[config.mk]
export PLATFORM = sky130hd
export DESIGN_NAME = fft_bfly_r2
export DESIGN_NICKNAME = d
export VERILOG_FILES = /design/src/rtl/fft_pkg.sv /design/src/rtl/fft_bfly_scale.sv /design/src/rtl/fft_bfly_r2.sv
export SDC_FILE = /design/constraint.sdc
export NUM_CORES = 1
export LEC_CHECK = 0
export CORE_AREA = 5 5 114 116
export CTS_BUF_LIST = sky130_fd_sc_hd__clkbuf_8
export CTS_CLUSTER_DIAMETER = 100
export DETAILED_ROUTE_END_ITERATION = 8
export DIE_AREA = 0 0 119 121
export GPL_TIMING_DRIVEN = 1
export PLACE_DENSITY_LB_ADDON = 0.1
export RECOVER_POWER = 100
export SLEW_MARGIN = 20
export SYNTH_ARGS = -nofsm -noshare
export SYNTH_HDL_FRONTEND = slang
export SYNTH_HIERARCHICAL = 1
export SYNTH_SLANG_ARGS = --single-unit
[constraint.sdc]
create_clock -name clk -period 3.4 [get_ports clk]
set_clock_uncertainty 0.05 [all_clocks]
set_input_delay 0.34 -clock clk [delete_from_list [all_inputs] [get_ports clk]]
set_output_delay 0.34 -clock clk [all_outputs]
set_load 0.01 [all_outputs]
[src/rtl/fft_pkg.sv]
// Shared constants and types for the radix-2 FFT butterfly datapath.
package fft_pkg;

  // Default component width: signed two's complement, real and imaginary.
  parameter int FFT_W = 8;

  // Saturation bounds for an FFT_W-bit signed component.
  localparam logic signed [FFT_W-1:0] SAT_MAX = {1'b0, {(FFT_W-1){1'b1}}};
  localparam logic signed [FFT_W-1:0] SAT_MIN = {1'b1, {(FFT_W-1){1'b0}}};

  // One complex sample.
  typedef struct packed {
    logic signed [FFT_W-1:0] re;
    logic signed [FFT_W-1:0] im;
  } cplx_t;

endpackage

[src/rtl/fft_bfly_scale.sv]
// Output conditioning for one butterfly component. It takes a WIDTH+1-bit sum
// or difference and returns a WIDTH-bit result. With scaling on, the value is
// halved and rounded half toward +inf; this can never overflow. With scaling
// off, the value is clamped to the WIDTH-bit range and o_sat reports the clamp.
module fft_bfly_scale
  import fft_pkg::*;
#(
  parameter int WIDTH = FFT_W
) (
  input  logic signed [WIDTH:0]   i_s,
  input  logic                    i_scale,
  output logic signed [WIDTH-1:0] o_r,
  output logic                    o_sat
);

  localparam logic signed [WIDTH-1:0] LP_MAX = {1'b0, {(WIDTH-1){1'b1}}};
  localparam logic signed [WIDTH-1:0] LP_MIN = {1'b1, {(WIDTH-1){1'b0}}};

  // (s + 1) at WIDTH+2 bits so the increment cannot wrap. Bits [WIDTH:1] are the
  // arithmetic shift right by one.
  logic [WIDTH+1:0] w_inc;
  logic             w_ovr;
  logic             w_unused_bits;

  assign w_inc = {i_s[WIDTH], i_s} + {{(WIDTH+1){1'b0}}, 1'b1};

  // The top bit and bit 0 of the increment carry no information for the result.
  assign w_unused_bits = w_inc[WIDTH+1] ^ w_inc[0];

  // The value leaves the WIDTH range when the two top bits disagree.
  assign w_ovr = i_s[WIDTH] ^ i_s[WIDTH-1];

  // Choose the rounded half, the clamped value or the pass-through value.
  always_comb begin
    o_r   = i_s[WIDTH-1:0];
    o_sat = 1'b0;
    if (i_scale) begin
      o_r = w_inc[WIDTH:1];
    end else if (w_ovr) begin
      o_sat = 1'b1;
      o_r   = i_s[WIDTH] ? LP_MIN : LP_MAX;
    end
  end

endmodule

[src/rtl/fft_bfly_r2.sv]
// Radix-2 FFT butterfly: X = A + B, Y = A - B on complex operands.
// Two registered stages:
//   S1 holds the exact WIDTH+1-bit sums and differences.
//   S2 holds the scaled or saturated WIDTH-bit results.
// The sticky overflow flag records any saturated sample that is delivered.
//
// Handshake: a transfer happens on a rising edge where valid && ready.
// A producer holds valid and its data stable until that edge. in_ready depends
// combinationally on out_ready (there is no skid buffer), and a stalled result
// on the outputs does not change until it transfers.
module fft_bfly_r2
  import fft_pkg::*;
#(
  parameter int WIDTH = FFT_W
) (
  input  logic                    clk,
  input  logic                    rst_n,
  input  logic                    in_valid,
  output logic                    in_ready,
  input  logic                    in_scale,
  input  logic signed [WIDTH-1:0] a_re,
  input  logic signed [WIDTH-1:0] a_im,
  input  logic signed [WIDTH-1:0] b_re,
  input  logic signed [WIDTH-1:0] b_im,
  output logic                    out_valid,
  input  logic                    out_ready,
  output logic signed [WIDTH-1:0] x_re,
  output logic signed [WIDTH-1:0] x_im,
  output logic signed [WIDTH-1:0] y_re,
  output logic signed [WIDTH-1:0] y_im,
  output logic                    ovf,
  output logic                    ovf_sticky,
  input  logic                    ovf_clr
);

  // Component order in the arrays below: 0 = x_re, 1 = x_im, 2 = y_re, 3 = y_im.
  logic                    r_s1_valid;
  logic                    r_s1_scale;
  logic signed [WIDTH:0]   r_s1_s [4];

  logic                    r_s2_valid;
  logic signed [WIDTH-1:0] r_s2_r [4];
  logic                    r_ovf;
  logic                    r_ovf_sticky;

  logic                    w_s2_load;
  logic                    w_s1_load;
  logic                    w_in_fire;
  logic                    w_out_fire;
  logic signed [WIDTH-1:0] w_r [4];
  logic [3:0]              w_sat;

  // S2 may load when it is empty or when its current result leaves this cycle.
  // S1 may load when it is empty or when its content moves into S2.
  assign w_out_fire = r_s2_valid && out_ready;
  assign w_s2_load  = !r_s2_valid || out_ready;
  assign w_s1_load  = !r_s1_valid || w_s2_load;
  assign w_in_fire  = in_valid && w_s1_load;
  assign in_ready   = w_s1_load;

  // Stage 1: sign-extend to WIDTH+1 bits so the sums and differences are exact.
  always_ff @(posedge clk or negedge rst_n) begin
    if (!rst_n) begin
      r_s1_valid <= 1'b0;
      r_s1_scale <= 1'b0;
      for (int i = 0; i < 4; i++) r_s1_s[i] <= '0;
    end else begin
      if (w_s1_load) r_s1_valid <= in_valid;
      if (w_in_fire) begin
        r_s1_scale <= in_scale;
        r_s1_s[0]  <= {a_re[WIDTH-1], a_re} + {b_re[WIDTH-1], b_re};
        r_s1_s[1]  <= {a_im[WIDTH-1], a_im} + {b_im[WIDTH-1], b_im};
        r_s1_s[2]  <= {a_re[WIDTH-1], a_re} - {b_re[WIDTH-1], b_re};
        r_s1_s[3]  <= {a_im[WIDTH-1], a_im} - {b_im[WIDTH-1], b_im};
      end
    end
  end

  // One conditioning slice per output component.
  for (genvar g = 0; g < 4; g++) begin : g_scale
    fft_bfly_scale #(.WIDTH(WIDTH)) u_scale (
      .i_s     (r_s1_s[g]),
      .i_scale (r_s1_scale),
      .o_r     (w_r[g]),
      .o_sat   (w_sat[g])
    );
  end

  // Stage 2: capture the conditioned results. They stay unchanged while stalled.
  always_ff @(posedge clk or negedge rst_n) begin
    if (!rst_n) begin
      r_s2_valid <= 1'b0;
      r_ovf      <= 1'b0;
      for (int i = 0; i < 4; i++) r_s2_r[i] <= '0;
    end else if (w_s2_load) begin
      r_s2_valid <= r_s1_valid;
      if (r_s1_valid) begin
        r_ovf <= |w_sat;
        for (int i = 0; i < 4; i++) r_s2_r[i] <= w_r[i];
      end
    end
  end

  // Sticky overflow is set by a saturated sample when it transfers out.
  // A set in the same cycle as ovf_clr takes priority over the clear.
  always_ff @(posedge clk or negedge rst_n) begin
    if (!rst_n) begin
      r_ovf_sticky <= 1'b0;
    end else if (w_out_fire && r_ovf) begin
      r_ovf_sticky <= 1'b1;
    end else if (ovf_clr) begin
      r_ovf_sticky <= 1'b0;
    end
  end

  assign out_valid  = r_s2_valid;
  assign x_re       = r_s2_r[0];
  assign x_im       = r_s2_r[1];
  assign y_re       = r_s2_r[2];
  assign y_im       = r_s2_r[3];
  assign ovf        = r_ovf;
  assign ovf_sticky = r_ovf_sticky;

endmodule

==> summary.txt, run 1 <==
Run status
  • Status: complete, but fails checks
  • Failing checks: max-capacitance violations, max-slew violations

Drt
  • Antenna-violating nets left: 0
  • Drt total wl: 11.4 mm
  • Routed len/inst: 14.4 um
  • DRC viols: 0
  • Starting DRT DRC Count: 202
  • Vias per cell: 5.37
  • First-pass iteration count of the detailed router: 4
  • Vias: 4248

Clock network
  • Setup repair bufs after CTS: 0
  • CTS Sinks: 71
  • CTS resizes: 0
  • Cts bufs inserted: 9
  • Hold Buf Count CTS: 0
  • Clock Path Buffers: 2
  • Worst-Skew Late Latency: 340 ps
  • CTS tree: built
  • CTS clk-pin slew, worst paths: approximately 70 ps
  • H-tree depth: 3
  • Root Buffer: clkbuf_8

Global routing
  • Total global routing track utilization: 16.2%
  • Total congestion overflow: 0
  • Largest net degree at the start of global routing: just over 70
  • Vias in the first global route: 4063
  • Antenna violations before repair: 0
  • First-pass GRT wire length: 19.5 mm

Layout
  • Layout cells sized above 1: under 10%
  • Area growth syn-to-layout: 18.2%
  • Cell area after layout: 6150 sq um
  • End-of-flow core utilization: 52.0%
  • ANT cells: 0
  • Final nets: 725
  • Post-Layout Cell Count: 791

Yosys
  • Largest family of logic cells by synthesized area: compound AO/OA/AOI/OAI gates
  • Post-Synth XOR/XNOR Area: approximately 4.0%
  • Mux contribution to synthesized area: 8.09%
  • Top FF cell, synth: dfrtp_1
  • Top-count cell post-synth: dfrtp_1
  • Yosys warns: 6
  • Distinct cells, synth: 51
  • Synth Area in Adders: 12.1%
  • Mapped Area: 5200 sq um
  • Synth Area in Compound Gates: 18.9%
  • Synth Net Count: 660
  • Post-synthesis sequential area ratio: between 30% and 40%
  • Top post-synthesis cells by count: dfrtp_1, o21ai_0, nand2_1
  • Synth area leader: dfrtp_1
  • Yosys top cell area share: 34.2%
  • Avg Synthesized Cell Area: 9.06 sq um
  • Top post-synthesis cells by area: dfrtp_1, ha_1, mux2_2, o21ai_0, nand2_1
  • Mapped Cells: 574
  • Post-Synth Simple-Gate Area: 17.1%
  • Number of synthesized register bits: 71
  • Number of synthesized flops with an enable pin: 0
  • Ys async rst share: 100%

Timing
  • Max Slew Vio Count: 138
  • Final Cycle Share: 74.9%
  • Fin. Hold Viols: 0
  • Setup tns final: 0 ps
  • Worst setup margin: 855 ps
  • F_max: 0.393 GHz
  • Slew headroom: -22.7%
  • Worst slew pin tran: 1840 ps
  • Minimum clock period: between 2000 and 3000 ps
  • Final setup viols: 0
  • RSZ-0062 raised after global routing: false

Die
  • Die width: 119 um
  • Chip height: about 120 um
  • IO Pins: 74
  • Core footprint: 11800 sq um
  • Starting density of the core: 44.0%
  • Site row count: 40
  • Total Die Area: roughly 14000 sq um

Worst hold path
  • HP Start: r_s1_valid
  • Hold Crit Class: reg -> reg

Pwr
  • P per Cell Area: between 500 and 600 nW/um^2
  • Maximum vdd drop: ~180 uV
  • LEAKAGE: 2.67 nW

Setup path
  • CP Launch Type: register
  • Worst Setup SP: r_s1_scale
  • R2R Path Start: r_s1_scale
  • Setup crit end kind: register
  • Crit Path Max Fanout: 65
  • Crit path DAT: 2720 ps
  • CP required: ~3600 ps
  • CP Class: reg -> reg

Placement
  • Port Buffers: 73
  • GPL Wtd Cong: 0.799
  • Dpl ws: 962 ps
  • Dpl cells: 775
  • Placed cell area: 6000 sq um
  • Hpwl dp: 8.97 mm

Run
  • Max-cap viol count: 2
==> final timing paths <==
| kind | endpoint | slack (ps) | depth (start not counted) |
|---|---|---|---|
| worst min register to register | out_valid | 450 | 1 |
| min in group asynchronous | y_re[3] | 490 | 2 |
| worst max-delay path | y_im[1] | 850 | 2 |
| max in group asynchronous | r_s1_s[19] | 1800 | 2 |
| worst min-delay path | out_valid | 450 | 1 |
| worst max register to register | y_im[1] | 850 | 2 |
==> worst max-delay path, stage by stage, from the launching register on <==
cell and delay, ps:
dfrtp_1 1580, o21ai_0 410, mux2_2 370
==> cell families after synthesis <==
family                     Yosys count
muxes                               38
AOI/OAI and AO/OA                  158
adders and majority gates           48
buffers and inverters               64
xor gates and xnor gates            24
and+or+nand+nor                    171
DFF                                 71
==> per-layer routing <==
layer  routed length [um]  track usage [%]  part of all wire, %  up-vias
met4                  225             6.59                  2.0        0
met5                    0                0                    0        -
met1                 6140             24.2                   54     1942
met3                  443             2.42                  3.9       17
met2                 4560             23.3                   40       98
li1                     -                -                    -     2191
==> metrics by stage <==
| stage | power [mW] | hold WS (ps) |
|---|---|---|
| 2_1_floorplan | 2.26 | -5.59 |
| 3_3_place_gp | 2.90 | 417 |
| 3_5_place_dp | 2.96 | 432 |
| 4_1_cts | 3.56 | 178 |
| 5_1_grt | 3.70 | 466 |
| 6_report | 3.43 | 445 |
==> cell type report <==
| type | count | area, sq um |
|---|---|---|
| clock buffers | 12 | 165 |
| clock inverters | 4 | 15.0 |
| fillers | 1134 | 5660 |
| inverters | 42 | 158 |
| multi-input cells | 439 | 3110 |
| flip-flops and latches | 71 | 1780 |
| well taps | 147 | 184 |
| repair buffers | 76 | 743 |
==> power by group <==
part | switching, mW | leakage (nW) | internal, mW
combinational | 0.691 | 1.72 | 0.756
sequential | 0.265 | 0.844 | 1.12
clock | 0.282 | 0.108 | 0.314
total | 1.24 | 2.67 | 2.19
==> state kept, by name, summed over array words and instances (netlist names) <==
register,count
ovf,1
x_im,8
r_s1_valid,1
x_re,8
out_valid,1
y_re,8
y_im,8
ovf_sticky,1
r_s1_s,34
r_s1_scale,1
==> cells in the final DEF (no fill, tap or decap), types with 2 or more instances in the layout <==
| master | count |
|---|---|
| a31oi_1 | 20 |
| clkbuf_8 | 12 |
| nor2_1 | 26 |
| nand3_1 | 17 |
| xnor2_1 | 8 |
| o31ai_1 | 3 |
| dfrtp_1 | 71 |
| dlygate4sd3_1 | 39 |
| a221oi_1 | 4 |
| nand2_1 | 53 |
| o21a_1 | 8 |
| clkdlybuf4s50_1 | 33 |
| or3_1 | 19 |
| xor2_1 | 16 |
| a21o_1 | 2 |
| o211ai_1 | 2 |
| nand2b_1 | 23 |
| nor3_1 | 12 |
| fa_1 | 4 |
| mux2_2 | 32 |
| a21oi_1 | 21 |
| inv_1 | 46 |
| o31a_1 | 2 |
| a2111oi_0 | 3 |
| o21ai_0 | 71 |
| o21bai_1 | 2 |
| ha_1 | 44 |
| a211oi_1 | 9 |
| nor2b_1 | 5 |
| clkbuf_2 | 2 |
| nand3b_1 | 2 |
| nand4_2 | 4 |
| a22oi_1 | 2 |
| nand4_1 | 4 |
| mux2i_1 | 6 |
(Power assumes the default switching activity.)
==> run 2, diff against run 1 <==
clock period = 2.1 ns   (was 3.4 ns; I/O delays follow)
==> summary.txt, run 2 (synthesis gave the netlist of run 1 again) <==
Layout
  • Flip-flop count of the largest register after layout: 34
  • Area growth syn-to-layout: 23.0%
  • Commonest non-fill, non-tap cell in the layout: dfrtp_1
  • Layout cells sized above 1: a little over an eighth
  • Commonest cells after routing, fill and taps aside: dfrtp_1, o21ai_0, nand2_1
  • Top reg by flops: r_s1_s
  • ANT cells: 0
  • Final nets: 758
  • End-of-flow core utilization: 54.1%

Clock network
  • Cts bufs inserted: 9
  • H-tree depth: 3
  • CTS resizes: 0
  • Hold Buf Count CTS: 1
  • Clock Path Buffers: 2
  • CTS tree: built
  • Setup repair bufs after CTS: 0
  • CTS Sinks: 71
  • CTS clk-pin slew, worst paths: 70 ps
  • Root Buffer: clkbuf_8
  • Worst-Skew Late Latency: approximately 340 ps

Drt
  • Vias: 4349
  • Vias per cell: 5.29
  • Routed len/inst: between 10 and 15 um
  • Starting DRT DRC Count: 298
  • First-pass iteration count of the detailed router: 4
  • Antenna-violating nets left: 0
  • Drt total wl: between 10 and 15 mm
  • DRC viols: 0

Global routing
  • Vias in the first global route: 4204
  • Total global routing track utilization: 16.6%
  • Largest net degree at the start of global routing: 72
  • Antenna violations before repair: 0
  • Total congestion overflow: 0
  • First-pass GRT wire length: between 15 and 20 mm

Die
  • IO Pins: 74
  • Core footprint: 11800 sq um
  • Site row count: 40
  • Starting density of the core: 44.0%
  • Chip height: approximately 120 um
  • Total Die Area: 14400 sq um
  • Die width: 119 um

Timing
  • Slew headroom: 35.6%
  • Max Slew Vio Count: 0
  • Fin Hold WS: between 300 and 400 ps
  • Worst setup margin: 128 ps
  • Worst slew pin tran: 967 ps
  • F_max: about 0.51 GHz
  • Fin. Hold Viols: 0
  • RSZ-0062 raised after global routing: false
  • Minimum clock period: 1970 ps
  • Final setup viols: 0
  • Final Cycle Share: roughly 94%

Setup path
  • CP required: 2300 ps
  • Setup crit end kind: register
  • Crit path DAT: between 2000 and 2500 ps
  • Crit Path Max Fanout: 4
  • CP Class: in -> reg
  • CP Launch Type: primary input

Pwr
  • Maximum vdd drop: 273 uV
  • LEAKAGE: 2.82 nW
  • P per Cell Area: around 870 nW/um^2

Placement
  • Dpl ws: -195 ps
  • Hpwl dp: 9.01 mm
  • GPL Wtd Cong: 0.885
  • Port Buffers: 73

Run
  • Max-cap viol count: 0

Worst hold path
  • Hold Crit Class: in -> reg

Run status
  • Status: complete, no violations
[run 2: worst paths after layout]
path | startpoint | end | slack [ps] | cells after the start
worst max-delay path | a_re[1] | r_s1_s[14] | 130 | 7
worst min-delay path | in_scale | r_s1_scale | 390 | 3
worst min register to register | y_im[2] | y_im[2] | 450 | 1
worst max register to register | r_s1_s[18] | y_im[7] | 250 | 5
min in group asynchronous | rst_n | y_re[3] | 580 | 3
max in group asynchronous | rst_n | r_s1_scale | 700 | 3
[run 2: worst max-delay path, stage by stage]
cell	delay, ps
dlygate4sd3_1	630
ha_1	350
nor2b_1	160
o31a_1	280
o21a_1	190
o21a_1	180
o31ai_2	170
[run 2: layer usage]
layer	wire, um	share of wire, %	vias up	global-route usage, %
li1	-	-	2261	-
met2	4600	40	100	24.0
met3	476	4.2	13	2.42
met1	6160	54	1975	24.9
met4	180	1.6	0	6.52
met5	0	0	-	0
[run 2: layout make-up]
class	instances	area [sq um]
Inverter	42	158
Fill cell	1138	5420
Clock inverter	4	17.5
Timing Repair Buffer	109	1020
Multi-Input combinational cell	439	3090
Clock buffer	10	138
Sequential cell	71	1780
Tap cell	147	184
[run 2: through the flow]
stage | power, mW | instance area, sq um | TNS, ps | std cells
floorplan | 3.66 | 5200 | 0 | 574
global placement | 4.80 | 6290 | -598 | 807
detailed placement | 4.88 | 6290 | -1310 | 807
CTS | 5.79 | 6450 | 0 | 822
global route | 6.02 | 6390 | 0 | 822
finish | 5.57 | 6390 | 0 | 822
[run 2: power breakdown]
part           switching [mW]  internal [mW]  leakage (nW)  total [mW]
Clock                   0.458          0.435        0.0904       0.892
Combinational            1.17           1.30          1.89        2.47
Sequential              0.388           1.82         0.842        2.21
